[config.mk]
export PLATFORM = sky130hd
export DESIGN_NAME = spi_controller
export DESIGN_NICKNAME = d
export VERILOG_FILES = /design/src/rtl/spi_pkg.sv /design/src/rtl/spi_controller.sv
export SDC_FILE = /design/constraint.sdc
export NUM_CORES = 1
export LEC_CHECK = 0
export CORE_ASPECT_RATIO = 0.9
export CORE_MARGIN = 8
export CORE_UTILIZATION = 45
export CTS_BUF_LIST = sky130_fd_sc_hd__clkbuf_4 sky130_fd_sc_hd__clkbuf_8 sky130_fd_sc_hd__clkbuf_16
export CTS_CLUSTER_DIAMETER = 120
export CTS_CLUSTER_SIZE = 40
export DETAILED_ROUTE_END_ITERATION = 8
export GPL_TIMING_DRIVEN = 0
export PLACE_DENSITY = 0.7
export SYNTH_ARGS = -nofsm -noshare
export SYNTH_HDL_FRONTEND = slang
export SYNTH_SLANG_ARGS = --single-unit
[constraint.sdc]
create_clock -name clk -period 1.6 [get_ports clk]
set_clock_uncertainty 0.05 [all_clocks]
set_input_delay 0.32 -clock clk [delete_from_list [all_inputs] [get_ports clk]]
set_output_delay 0.32 -clock clk [all_outputs]
set_load 0.005 [all_outputs]
[src/rtl/spi_pkg.sv]
`default_nettype none
// ============================================================================
//  Module      : spi_pkg
//  Description : Shared constants and types for the SPI register-write
//                controller. Holds the frame layout, the peripheral register
//                map and the controller state encoding.
//  Ports       : none (package)
//  Revision    : 1.0 - initial release
// ============================================================================
package spi_pkg;

  // Frame layout: {write flag, 7-bit address, 8-bit data}, MSB first.
  localparam int C_FRAME_W   = 16;
  localparam int C_WRITE_BIT = 15;
  localparam int C_ADDR_W    = 7;
  localparam int C_DATA_W    = 8;

  // The phase timer must cover the largest timing parameter (255).
  localparam int C_TIMER_W   = 8;
  localparam int C_BIT_CNT_W = $clog2(C_FRAME_W);

  // Peripheral register map.
  localparam logic [C_ADDR_W-1:0] C_REG_EN_OUT_7_0  = 7'h00;
  localparam logic [C_ADDR_W-1:0] C_REG_EN_OUT_15_8 = 7'h01;
  localparam logic [C_ADDR_W-1:0] C_REG_EN_PWM_7_0  = 7'h02;
  localparam logic [C_ADDR_W-1:0] C_REG_EN_PWM_15_8 = 7'h03;
  localparam logic [C_ADDR_W-1:0] C_REG_PWM_DUTY    = 7'h04;

  typedef enum logic [2:0] {
    ST_IDLE  = 3'd0,
    ST_SETUP = 3'd1,
    ST_LOW   = 3'd2,
    ST_HIGH  = 3'd3,
    ST_HOLD  = 3'd4,
    ST_GAP   = 3'd5
  } ctrl_state_t;

endpackage : spi_pkg
`default_nettype wire

[src/rtl/spi_controller.sv]
`default_nettype none
// ============================================================================
//  Module      : spi_controller
//  Description : Single-master SPI (mode 0) write controller. Accepts a
//                register write through a valid/ready handshake and shifts
//                out the 16-bit frame {1, addr, data} MSB first, framed by
//                nCS with programmable setup, hold and inter-frame gap.
//  Ports       : clk        - system clock, rising edge
//                rst_n      - asynchronous active-low reset
//                req_valid  - write request present
//                req_ready  - controller can accept a request (IDLE)
//                req_addr   - 7-bit register address
//                req_data   - 8-bit register data
//                busy       - controller is not IDLE
//                done       - one-cycle pulse when a frame completes
//                SCLK       - serial clock, idle low
//                COPI       - serial data out, MSB first
//                nCS        - active-low chip select
//  Revision    : 1.0 - initial release
// ============================================================================
module spi_controller
  import spi_pkg::*;
#(
  parameter int unsigned CLK_HALF = 4,
  parameter int unsigned CS_SETUP = 4,
  parameter int unsigned CS_HOLD  = 4,
  parameter int unsigned CS_GAP   = 8
) (
  input  logic                clk,
  input  logic                rst_n,
  input  logic                req_valid,
  output logic                req_ready,
  input  logic [C_ADDR_W-1:0] req_addr,
  input  logic [C_DATA_W-1:0] req_data,
  output logic                busy,
  output logic                done,
  output logic                SCLK,
  output logic                COPI,
  output logic                nCS
);

  // Terminal timer values: a phase of N cycles ends when the timer reads N-1.
  localparam logic [C_TIMER_W-1:0]   C_SETUP_LAST = C_TIMER_W'(CS_SETUP - 1);
  localparam logic [C_TIMER_W-1:0]   C_HALF_LAST  = C_TIMER_W'(CLK_HALF - 1);
  localparam logic [C_TIMER_W-1:0]   C_HOLD_LAST  = C_TIMER_W'(CS_HOLD - 1);
  localparam logic [C_TIMER_W-1:0]   C_GAP_LAST   = C_TIMER_W'(CS_GAP - 1);
  localparam logic [C_BIT_CNT_W-1:0] C_LAST_BIT   = C_BIT_CNT_W'(C_FRAME_W - 1);
  localparam logic [C_BIT_CNT_W-1:0] C_MSB_INDEX  = C_BIT_CNT_W'(C_WRITE_BIT);

  ctrl_state_t              r_state;
  ctrl_state_t              w_state_next;
  logic [C_TIMER_W-1:0]     r_timer;
  logic [C_BIT_CNT_W-1:0]   r_bit_cnt;
  logic [C_FRAME_W-1:0]     r_frame;
  logic                     r_ready_en;
  logic                     w_handshake;
  logic                     w_phase_end;
  logic                     w_last_bit;

  assign w_handshake = req_valid && req_ready;
  assign w_last_bit  = (r_bit_cnt == C_LAST_BIT);

  // --------------------------------------------------------------------------
  // State register
  // --------------------------------------------------------------------------
  always_ff @(posedge clk or negedge rst_n) begin
    if (!rst_n) begin
      r_state <= ST_IDLE;
    end else begin
      r_state <= w_state_next;
    end
  end

  // --------------------------------------------------------------------------
  // Next-state logic
  // --------------------------------------------------------------------------
  always_comb begin
    w_phase_end  = 1'b0;
    w_state_next = r_state;
    case (r_state)
      ST_IDLE: begin
        if (w_handshake) w_state_next = ST_SETUP;
      end
      ST_SETUP: begin
        w_phase_end = (r_timer == C_SETUP_LAST);
        if (w_phase_end) w_state_next = ST_LOW;
      end
      ST_LOW: begin
        w_phase_end = (r_timer == C_HALF_LAST);
        if (w_phase_end) w_state_next = ST_HIGH;
      end
      ST_HIGH: begin
        w_phase_end = (r_timer == C_HALF_LAST);
        if (w_phase_end) w_state_next = w_last_bit ? ST_HOLD : ST_LOW;
      end
      ST_HOLD: begin
        w_phase_end = (r_timer == C_HOLD_LAST);
        if (w_phase_end) w_state_next = ST_GAP;
      end
      ST_GAP: begin
        w_phase_end = (r_timer == C_GAP_LAST);
        if (w_phase_end) w_state_next = ST_IDLE;
      end
      default: w_state_next = ST_IDLE;
    endcase
  end

  // --------------------------------------------------------------------------
  // Phase timer, bit counter and frame register
  // --------------------------------------------------------------------------
  always_ff @(posedge clk or negedge rst_n) begin
    if (!rst_n) begin
      r_timer    <= '0;
      r_bit_cnt  <= '0;
      r_frame    <= '0;
      r_ready_en <= 1'b0;
    end else begin
      // Holds req_ready low until the first edge after reset release.
      r_ready_en <= 1'b1;

      // Every state change (including HIGH->LOW between bits) restarts the
      // timer, so each phase counts from zero.
      if (r_state == ST_IDLE || w_state_next != r_state) begin
        r_timer <= '0;
      end else begin
        r_timer <= r_timer + 1'b1;
      end

      if (w_handshake) begin
        r_bit_cnt <= '0;
        r_frame   <= {1'b1, req_addr, req_data};
      end else if (r_state == ST_HIGH && w_phase_end && !w_last_bit) begin
        // Advancing here moves COPI exactly as SCLK falls into LOW.
        r_bit_cnt <= r_bit_cnt + 1'b1;
      end
    end
  end

  // --------------------------------------------------------------------------
  // Outputs
  // --------------------------------------------------------------------------
  always_comb begin
    nCS       = 1'b1;
    SCLK      = 1'b0;
    COPI      = 1'b0;
    busy      = (r_state != ST_IDLE);
    req_ready = (r_state == ST_IDLE) && r_ready_en;
    done      = (r_state == ST_GAP) && (r_timer == '0);
    case (r_state)
      ST_SETUP, ST_LOW, ST_HOLD: begin
        nCS  = 1'b0;
        COPI = r_frame[C_MSB_INDEX - r_bit_cnt];
      end
      ST_HIGH: begin
        nCS  = 1'b0;
        SCLK = 1'b1;
        COPI = r_frame[C_MSB_INDEX - r_bit_cnt];
      end
      default: begin
        nCS  = 1'b1;
        COPI = 1'b0;
      end
    endcase
  end

endmodule : spi_controller
`default_nettype wire

==> flow_results.org, run 1 <==
** Run status
- The run finished, with violations left.
- The checks that failed: negative setup slack.

** STA
- Fin. Hold Viols :: 0
- Crit path setup slack, layout :: -0.582 ns
- Rel. slew slack :: ~52%
- Counting I/O delays and the setup requirement, the final critical path takes ~2.2 ns.
- Unrepaired setup endpoints after global routing :: yes
- The max-slew violation total from the final report came to 0.
- Count of final setup violators :: 18
- Actual slew at the worst max-slew pin :: approximately 0.7 ns
- Dividing the final minimum period by the clock period gives 136%.
- For this run, the top clock speed supported by timing is about 460 MHz.
- In the final timing run, aggregate negative setup slack is -3.09 ns.

** Cells and area
- Area growth from synthesis to final layout :: 44.3%
- The repair_antennas step left the layout with diodes totalling 0.
- Final-stage net count :: about 250
- After routing the design area is between 0.002 and 0.0025 sq mm.
- After the flow finishes, the layout carries non-filler instances totaling between 200 and 300.
- Cells fill approximately two thirds of the core in the end.
- Number of fillers in the final layout :: approximately 270
- Of the cells placed in the final design, the portion with a size suffix greater than 1 is a little over a third.

** Critical path
- The most critical setup path has its startpoint at r_bit_cnt[1]$_DFFE_PN0P_.
- Endpoint required time on the critical path :: between 1 and 1.5 ns
- The worst register-to-register path has a setup slack of -0.27 ns.
- Crit path DAT :: 1.81 ns
- The worst setup path is of the reg2out kind.
- Number of cells on the worst reg-to-reg path :: 7
- Startpoint of the worst-slack reg-to-reg timing path :: r_state[1]$_DFF_PN0_
- R2r endpoint :: r_timer[1]$_DFF_PN0_
- Nature of the critical path startpoint :: flop
- The worst setup path is captured at a primary output.
- Of all nets on the critical path, the largest fanout is 3.

** Detailed routing
- After detailed routing, no signal wire sits above met4.
- The detailed router put a total of roughly 2100 um of wire on met1.
- After detailed routing, the average wire length per cell comes to around 18 um.
- First-iteration detailed-routing DRC count :: between 150 and 200
- Drt first pass iters :: 4
- The count of nets left with antenna violations once routing finished came out at 0.
- After detailed routing, the met2 layer carries 2440 um of wire.
- Average via count per standard cell :: 5.51
- Wires add up to between 4000 and 5000 um.
- For this run, design rule violations remaining after detail routing come to 0.
- Via count :: 1538
- Met3 WL :: 271 um

** Floorplanning
- After floorplanning, the core was sized to cover 0.00370 sq mm.
- Once the floorplan was initialized, standard cells occupied a little under half of the core.
- Row cnt :: 21
- 24 I/O pins were placed.
- DIE HEIGHT :: about 75 um
- DIE AREA :: approximately 0.006 sq mm
- Horizontal die dimension :: 81.3 um

** GRT
- Maximum number of pins on one net before global-route repair :: 33
- The number of global-route vias before repair came to around 1500.
- The first global-routing pass estimated around 7000 um of wire.
- Total routing resource utilization after global routing :: between 10% and 20%
- Total congestion overflow :: 0
- The number of antenna violations at the first check in global routing is 0.

** Clock network
- The tree is rooted in a clkbuf_8.
- The number of clock buffers added by TritonCTS is 5.
- Count of clock tree sinks :: 32
- CTS HTree Levels :: 2
- Clock-pin slew on the worst setup and hold paths :: roughly 0.07 ns
- Clock latency on the worst-skew pair :: ~0.29 ns
- In this run the deepest clock path goes through 2 buffers.
- Hold bufs inserted after CTS :: 0
- TritonCTS built the clock tree.

** Synth
- After synthesis, flip-flops and latches occupy between 40% and 50% of the total area.
- Xor and xnor fraction of the mapped netlist area :: under 10%
- Post-Synthesis Mean Instance Area :: roughly 9.7 sq um
- YS warnings :: 0
- The synthesized design spends more area on one cell type than any other, namely dfrtp_1.
- Most instantiated library cell after synthesis :: nand2_1
- After synthesis, the cell types taking the most area are dfrtp_1 (46%), nand2_1 (10%), mux4_2 (5.2%).
- The synthesized netlist devotes 2.18% of its cell area to adder and majority cells.
- Leading post-synthesis cells by instance count :: nand2_1 (47), dfrtp_1 (32), nand3_1 (10)
- Counting distinct cell types in the post-synthesis netlist gives 39.
- Number of enable-type register cells in the synthesized netlist :: 0
- Proportion of synthesized area in mux cells :: under 10%
- Main combinational cell family by area after synthesis :: simple AND/OR/NAND/NOR gates
- Share of flip-flops with an asynchronous set or reset after synthesis :: 100%
- Post-synthesis cell area :: around 0.0017 sq mm
- Post-synthesis sequential element count :: 32
- Synthesis produced between 150 and 200 cells.
- The top cell type by area accounts for a little under half of the synthesized area.
- Most used DFF post-synth :: dfrtp_1
- Syn Nets :: approximately 200
- The synthesized netlist devotes between 7 and 8% of its cell area to compound gates.
- Summing the areas of all and, or, nand and nor instances in the mapped netlist gives about 28% of the synthesized area.

** Place
- Placed wire-length estimate :: roughly 2700 um
- Input and output buffers added on the ports amount to 23.
- Counting tap cells, the placed design contains a total of 247 instances.
- Routability-driven placement finished with a final weighted congestion of 0.849.
- After detailed placement, the total cell area comes to roughly 0.002 sq mm.

** Pwr
- Leakage power figure :: between 1 and 1.5 nW
- Total power for the finished layout comes to 4.26 mW.
- In this run the power density over the cells is 1710 mW/mm^2.
- Across the VDD grid, the largest voltage drop is 844 uV.

** Min path
- In this run the worst hold path is classified as in2async.

** Job
- Max Cap Viol :: 0
## through the flow
stage	hold slack, ns	worst slack [ns]
3_5_place_dp	0.401	-0.607
3_3_place_gp	0.394	-0.592
4_1_cts	0.422	-0.560
5_1_grt	0.0892	-0.641
2_1_floorplan	-0.0256	-0.0897
6_report	0.0302	-0.582
## flip-flops by register name (all words and copies together) (netlist names)
| register | cells |
|---|---|
| r_bit_cnt | 4 |
| r_frame | 16 |
| r_ready_en | 1 |
| r_state | 3 |
| r_timer | 8 |
## logic make-up (layout without fill, tap and decap cells)
kind of cell | after synthesis | in the layout
compound gates | 16 | 16
flops | 32 | 32
simple gates | 94 | 95
buf+inv | 17 | 71
mux | 8 | 8
other cells | 1 | 1
fa+ha+maj | 3 | 3
xor+xnor | 7 | 7
## where the power goes
| part | internal, mW | total, mW | leakage [nW] | switching, mW |
|---|---|---|---|---|
| clock | 0.461 | 0.781 | 0.0541 | 0.321 |
| combinational | 1.13 | 2.15 | 0.689 | 1.02 |
| sequential | 1.11 | 1.33 | 0.402 | 0.222 |
| total | 2.70 | 4.26 | 1.14 | 1.57 |
## final cells by class
| cell class | instances | area [sq um] | area share, % |
|---|---|---|---|
| Tap cell | 46 | 57.6 | 2.31 |
| Inverter | 7 | 28.8 | 1.16 |
| Buffer | 9 | 81.3 | 3.27 |
| Clock buffer | 5 | 68.8 | 2.76 |
| Sequential cell | 32 | 803 | 32.3 |
| Timing Repair Buffer | 47 | 427 | 17.1 |
| Multi-Input combinational cell | 130 | 981 | 39.4 |
| Clock inverter | 3 | 42.5 | 1.71 |
## worst max-delay path by stage
stage	endpoint	slack [ns]	depth (start not counted)
floorplan	r_timer[1]$_DFF_PN0_	-0.09	4
global placement	COPI	-0.59	6
detailed placement	COPI	-0.61	6
CTS	COPI	-0.56	6
global route	COPI	-0.64	6
finish	COPI	-0.58	6
## critical path, stage by stage (launching register included)
cell,delay [ns]
dfrtp_1,0.37
buf_6,0.12
mux4_2,0.50
mux2i_2,0.20
or3_1,0.15
o21ai_1,0.06
buf_2,0.12
## per-layer routing
| metal | track usage (%) | vias to the layer above |
|---|---|---|
| met1 | 18.8 | 763 |
| met5 | 0 | - |
| met2 | 24.2 | 48 |
| met4 | 5.54 | 0 |
| li1 | - | 715 |
| met3 | 3.58 | 12 |
## layout by cell type (no fill, tap or decap), drive strengths merged
| master | n |
|---|---|
| nor2b | 2 |
| bufinv | 1 |
| a21boi | 1 |
| inv | 7 |
| nor4 | 3 |
| clkinvlp | 1 |
| o21ai | 5 |
| nand2 | 47 |
| a21oi | 4 |
| xnor2 | 2 |
| xor2 | 5 |
| clkbuf | 7 |
| or3 | 3 |
| a31oi | 2 |
| o21ba | 1 |
| clkinv | 1 |
| a221o | 1 |
| and2 | 1 |
| ha | 3 |
| mux4 | 4 |
| conb | 1 |
| nand2b | 2 |
| mux2 | 1 |
| buf | 38 |
| nand4 | 6 |
| nor4b | 2 |
| and2b | 1 |
| dfrtp | 32 |
| and3 | 4 |
| nand3 | 11 |
| a2111oi | 1 |
| mux2i | 3 |
| nor2 | 9 |
| and3b | 1 |
| nor3 | 3 |
| clkdlybuf4s50 | 16 |
| o221ai | 1 |
## repair_timing
action,CTS,global route
setup buffers,17,7
hold endpoints to repair,0,0
pin swaps,10,11
gates resized for setup,55,21
setup endpoints to repair,66,30
gates cloned,0,1
Power figures use the tool's default switching activity.
==> run 2, diff against run 1 <==
--- a/config.mk
+++ b/config.mk
@@ -14,6 +14,7 @@
 export DETAILED_ROUTE_END_ITERATION = 8
 export GPL_TIMING_DRIVEN = 0
 export PLACE_DENSITY = 0.7
+export SLEW_MARGIN = 20
 export SYNTH_ARGS = -nofsm -noshare
 export SYNTH_HDL_FRONTEND = slang
 export SYNTH_SLANG_ARGS = --single-unit
==> run 2 against run 1 <==
  * The run still ends with negative setup slack left
  * Total power rose by 4.6%
  * Maximum frequency is 0.15% lower
  * Register-to-register slack got worse by 0.08 ns
  * Routed wire length is 1.9% higher
  * Worst setup slack worse by 0.0033 ns
  * Hold slack lost 0.0028 ns
  * Critical path depth stayed put
  * Global-route usage up 0.72 points
  * Combinational power increased by 7%
  * Sequential power is 4% higher
  * Cell area is 8.7% higher
  * Clock power is essentially flat
==> flow_results.org, run 2 (synthesis results as in run 1) <==
** Clock network
- The quantity of hold-fixing buffers added after cts is 0 (unchanged).
- Maximum count of clock buffers along a single path :: 2 (unchanged)
- The number of levels the H-tree was split into came to 2 (unchanged).
- Count of clock tree sinks :: 32 (unchanged)
- Clock-pin slew on the worst setup and hold paths :: 0.07 ns (about the same)
- Root Driver :: clkbuf_8
- The number of buffers inserted during clock tree synthesis was 5 (unchanged).
- TritonCTS built the clock tree.
- The clock insertion delay at the later pin of the skew report came to 0.29 ns (about the same).

** GRT
- Total congestion overflow :: 0 (unchanged)
- The number of antenna violations at the first check in global routing is 0 (unchanged).
- The met2 global-route usage came to 25.9% (+1.7 points).
- Via count of the first global-routing pass :: 1539 (+1.1%)
- Maximum number of pins on one net before global-route repair :: 33 (unchanged)
- The global routing met1 resource utilization came to 19.4% (+0.56 points).
- The routing usage on met3 was 3.70% (+0.12 points).
- Global route hottest layer :: met2
- First-pass GRT wire length :: 7280 um (+3.1%)
- The total routing usage reported by global routing is 15.7% (+0.72 points).

** Critical path
- The largest fanout on the critical path is 3 (unchanged).
- R2r endpoint :: r_timer[1]$_DFF_PN0_
- The worst reg-to-reg setup slack was -0.35 ns (-0.08 ns).
- STA classifies the critical path startpoint as a flop.
- The worst path arrival time is 1.82 ns (about the same).
- The worst endpoint required time came to 1.23 ns (about the same).
- End of the critical path :: COPI
- The worst register-to-register path begins at r_state[0]$_DFF_PN0_.
- Category of the critical setup timing path :: reg2out
- Crit path launch :: r_bit_cnt[1]$_DFFE_PN0P_
- The number of cells traversed by the worst register-to-register path is 10 (+3).
- Critical path endpoint category :: primary output

** Cells and area
- Leading cell type in the layout, fill and taps excluded :: nand2_1
- The number of flip-flops in the largest register came to 16 (unchanged).
- The ratio of cells with drive above 1 in the final layout is 44.6% (+9.4 points).
- Largest registers :: r_frame (16), r_timer (8), r_bit_cnt (4)
- The final instance area was 0.00271 sq mm (+8.7%).
- Area growth from synthesis to final layout :: 56.9%
- The number of nets at the end of the flow came to 262 (+3.6%).
- Leading cell types in the layout, fill and taps excluded :: nand2_1 (30), dfrtp_1 (29), buf_6 (24)
- Counting flops per register, the top entry is r_frame.
- The number of inserted diodes came to 0 (unchanged).

** Floorplanning
- The die area is 0.00607 sq mm (unchanged).
- The area of the core came to 0.00370 sq mm (unchanged).
- The effective utilization at floorplan is 46.6% (unchanged).
- The width of the chip was 81.3 um (unchanged).
- Total I/O pin count :: 24 (unchanged)
- The die extent in y was 74.7 um (unchanged).
- The total number of placement rows was 21 (unchanged).

** Pwr
- The relative contribution of sequential cells to total power was 31.0% (-0.2 points).
- The switching component of the power was 1.63 mW (+4.0%).
- The relative contribution of combinational cells to total power was 51.5% (+1.0 points).
- The power density over cell area is 1650 mW/mm^2 (-3.8%).
- The share of total power consumed by net switching came to 36.5% (-0.21 points).
- The clock share of power was 17.5% (-0.8 points).
- Cell internal power dissipation :: 2.83 mW (+4.9%)
- Leakage power figure :: 1.22 nW (+6.6%)
- The worst-case vdd ir drop was 905 uV (+7.3%).

** STA
- Fin. Hold Viols :: 0 (unchanged)
- Actual slew at the worst max-slew pin :: 0.721 ns (+0.00545 ns)
- The max-slew violation total from the final report came to 0 (unchanged).
- Crit path time final :: 2.19 ns (+0.00327 ns)
- The maximum achievable frequency came to 458 MHz (-0.15%).
- The normalized max-slew margin came to 51.9% (-0.36 points).
- Setup TNS Final :: -9.05 ns (-5.96 ns)
- Unrepaired setup endpoints after global routing :: yes
- Crit path setup slack, layout :: -0.585 ns (-0.00327 ns)
- Count of final setup violators :: 35 (+17)
- The post-route clock period utilization was 137% (+0.20 points).

** Detailed routing
- The DRC violation count after routing is 0 (unchanged).
- Number of nets with antenna violations after detailed routing :: 0 (unchanged)
- Routed length per instance :: 17.5 um (-1.3%)
- The number of search-and-repair iterations in the first detailed-routing pass was 4 (unchanged).
- First-iteration detailed-routing DRC count :: 102 (-32%)
- The total wire length after detailed routing came to 5040 um (+1.9%).
- Via count :: 1565 (+1.8%)
- Average via count per standard cell :: 5.43 (-1.4%)

** Place
- The total placed instance area came to 0.00204 sq mm (-0.24%).
- The final HPWL from detailed placement was 2740 um (+0.48%).
- Number of buffers added on ports :: 23 (unchanged)
- The routability-driven placement congestion ratio was 0.849 (unchanged).

** Job
- The max-cap violation count was 0 (unchanged).

** Min path
- Hold crit path type :: in2async

** Run status
- Failing checks :: negative setup slack
- Status :: finished, violations left
[run 2: cell count changes in the layout (fill, tap and decap cells not counted), sizes merged]
cell and delta:
buf +10, nand3 -1
[run 2: worst min path at each step]
stage | startpoint | slack, ns | to | depth (start not counted)
CTS | rst_n | 0.06 | r_timer[2]$_DFF_PN0_ | 1
floorplan | rst_n | -0.03 | r_bit_cnt[0]$_DFFE_PN0P_ | 0
detailed placement | rst_n | 0.37 | r_timer[2]$_DFF_PN0_ | 1
finish | rst_n | 0.03 | r_timer[2]$_DFF_PN0_ | 1
global route | rst_n | 0.09 | r_state[2]$_DFF_PN0_ | 1
global placement | r_frame[15]$_DFFE_PN0P_ | 0.39 | r_frame[15]$_DFFE_PN0P_ | 1
[run 2: through the flow]
step | power [mW] | hold WS [ns] | std cells | setup WS, ns | utilization (%)
global route | 4.72 | 0.0902 | 288 | -0.677 | 73.0
finish | 4.46 | 0.0274 | 288 | -0.585 | 73.0
floorplan | 2.34 | -0.0256 | 178 | -0.0897 | -
detailed placement | 2.81 | 0.367 | 247 | -0.605 | 55.1
CTS | 3.97 | 0.0610 | 279 | -0.561 | 66.6
global placement | 2.73 | 0.394 | 247 | -0.592 | 55.2
[run 2: power groups by stage]
| stage | sequential (mW) | clock, mW | combinational, mW |
|---|---|---|---|
| 2_1_floorplan | 1.26 | 0 | 1.09 |
| 3_5_place_dp | 1.32 | 0 | 1.50 |
| 5_1_grt | 1.42 | 0.833 | 2.47 |
| 4_1_cts | 1.33 | 0.784 | 1.86 |
| 6_report | 1.38 | 0.780 | 2.30 |
| 3_3_place_gp | 1.29 | 0 | 1.44 |
[run 2: timing repair]
action                     4_1_cts  5_1_grt
setup endpoints to repair       34       35
gates resized for setup         64       51
cloned                           2        1
setup buffers                   23       14
pin swaps                       11       24
[run 2: layout make-up]
| type | count | area (sq um) |
|---|---|---|
| well taps | 46 | 57.6 |
| clock inverters | 3 | 42.5 |
| plain buffers | 7 | 70.1 |
| multi-input cells | 129 | 1030 |
| repair buffers | 59 | 601 |
| clock buffers | 5 | 68.8 |
| inverters | 7 | 28.8 |
| fillers | 257 | 998 |
| flip-flops and latches | 32 | 805 |
[run 2: routing by layer]
layer / share of wire (%) / vias to the layer above
li1: - / 733
met1: 42 / 771
met2: 52 / 52
met3: 4.1 / 9
met4: 1.5 / 0
met5: 0 / -
[run 2: worst max-delay path, cell delays in order, from the launching register on]
cell and delay, ns:
dfrtp_1 0.38, buf_6 0.13, mux4_2 0.48, mux2i_1 0.21
or3_1 0.13, o21ai_1 0.06, buf_2 0.13
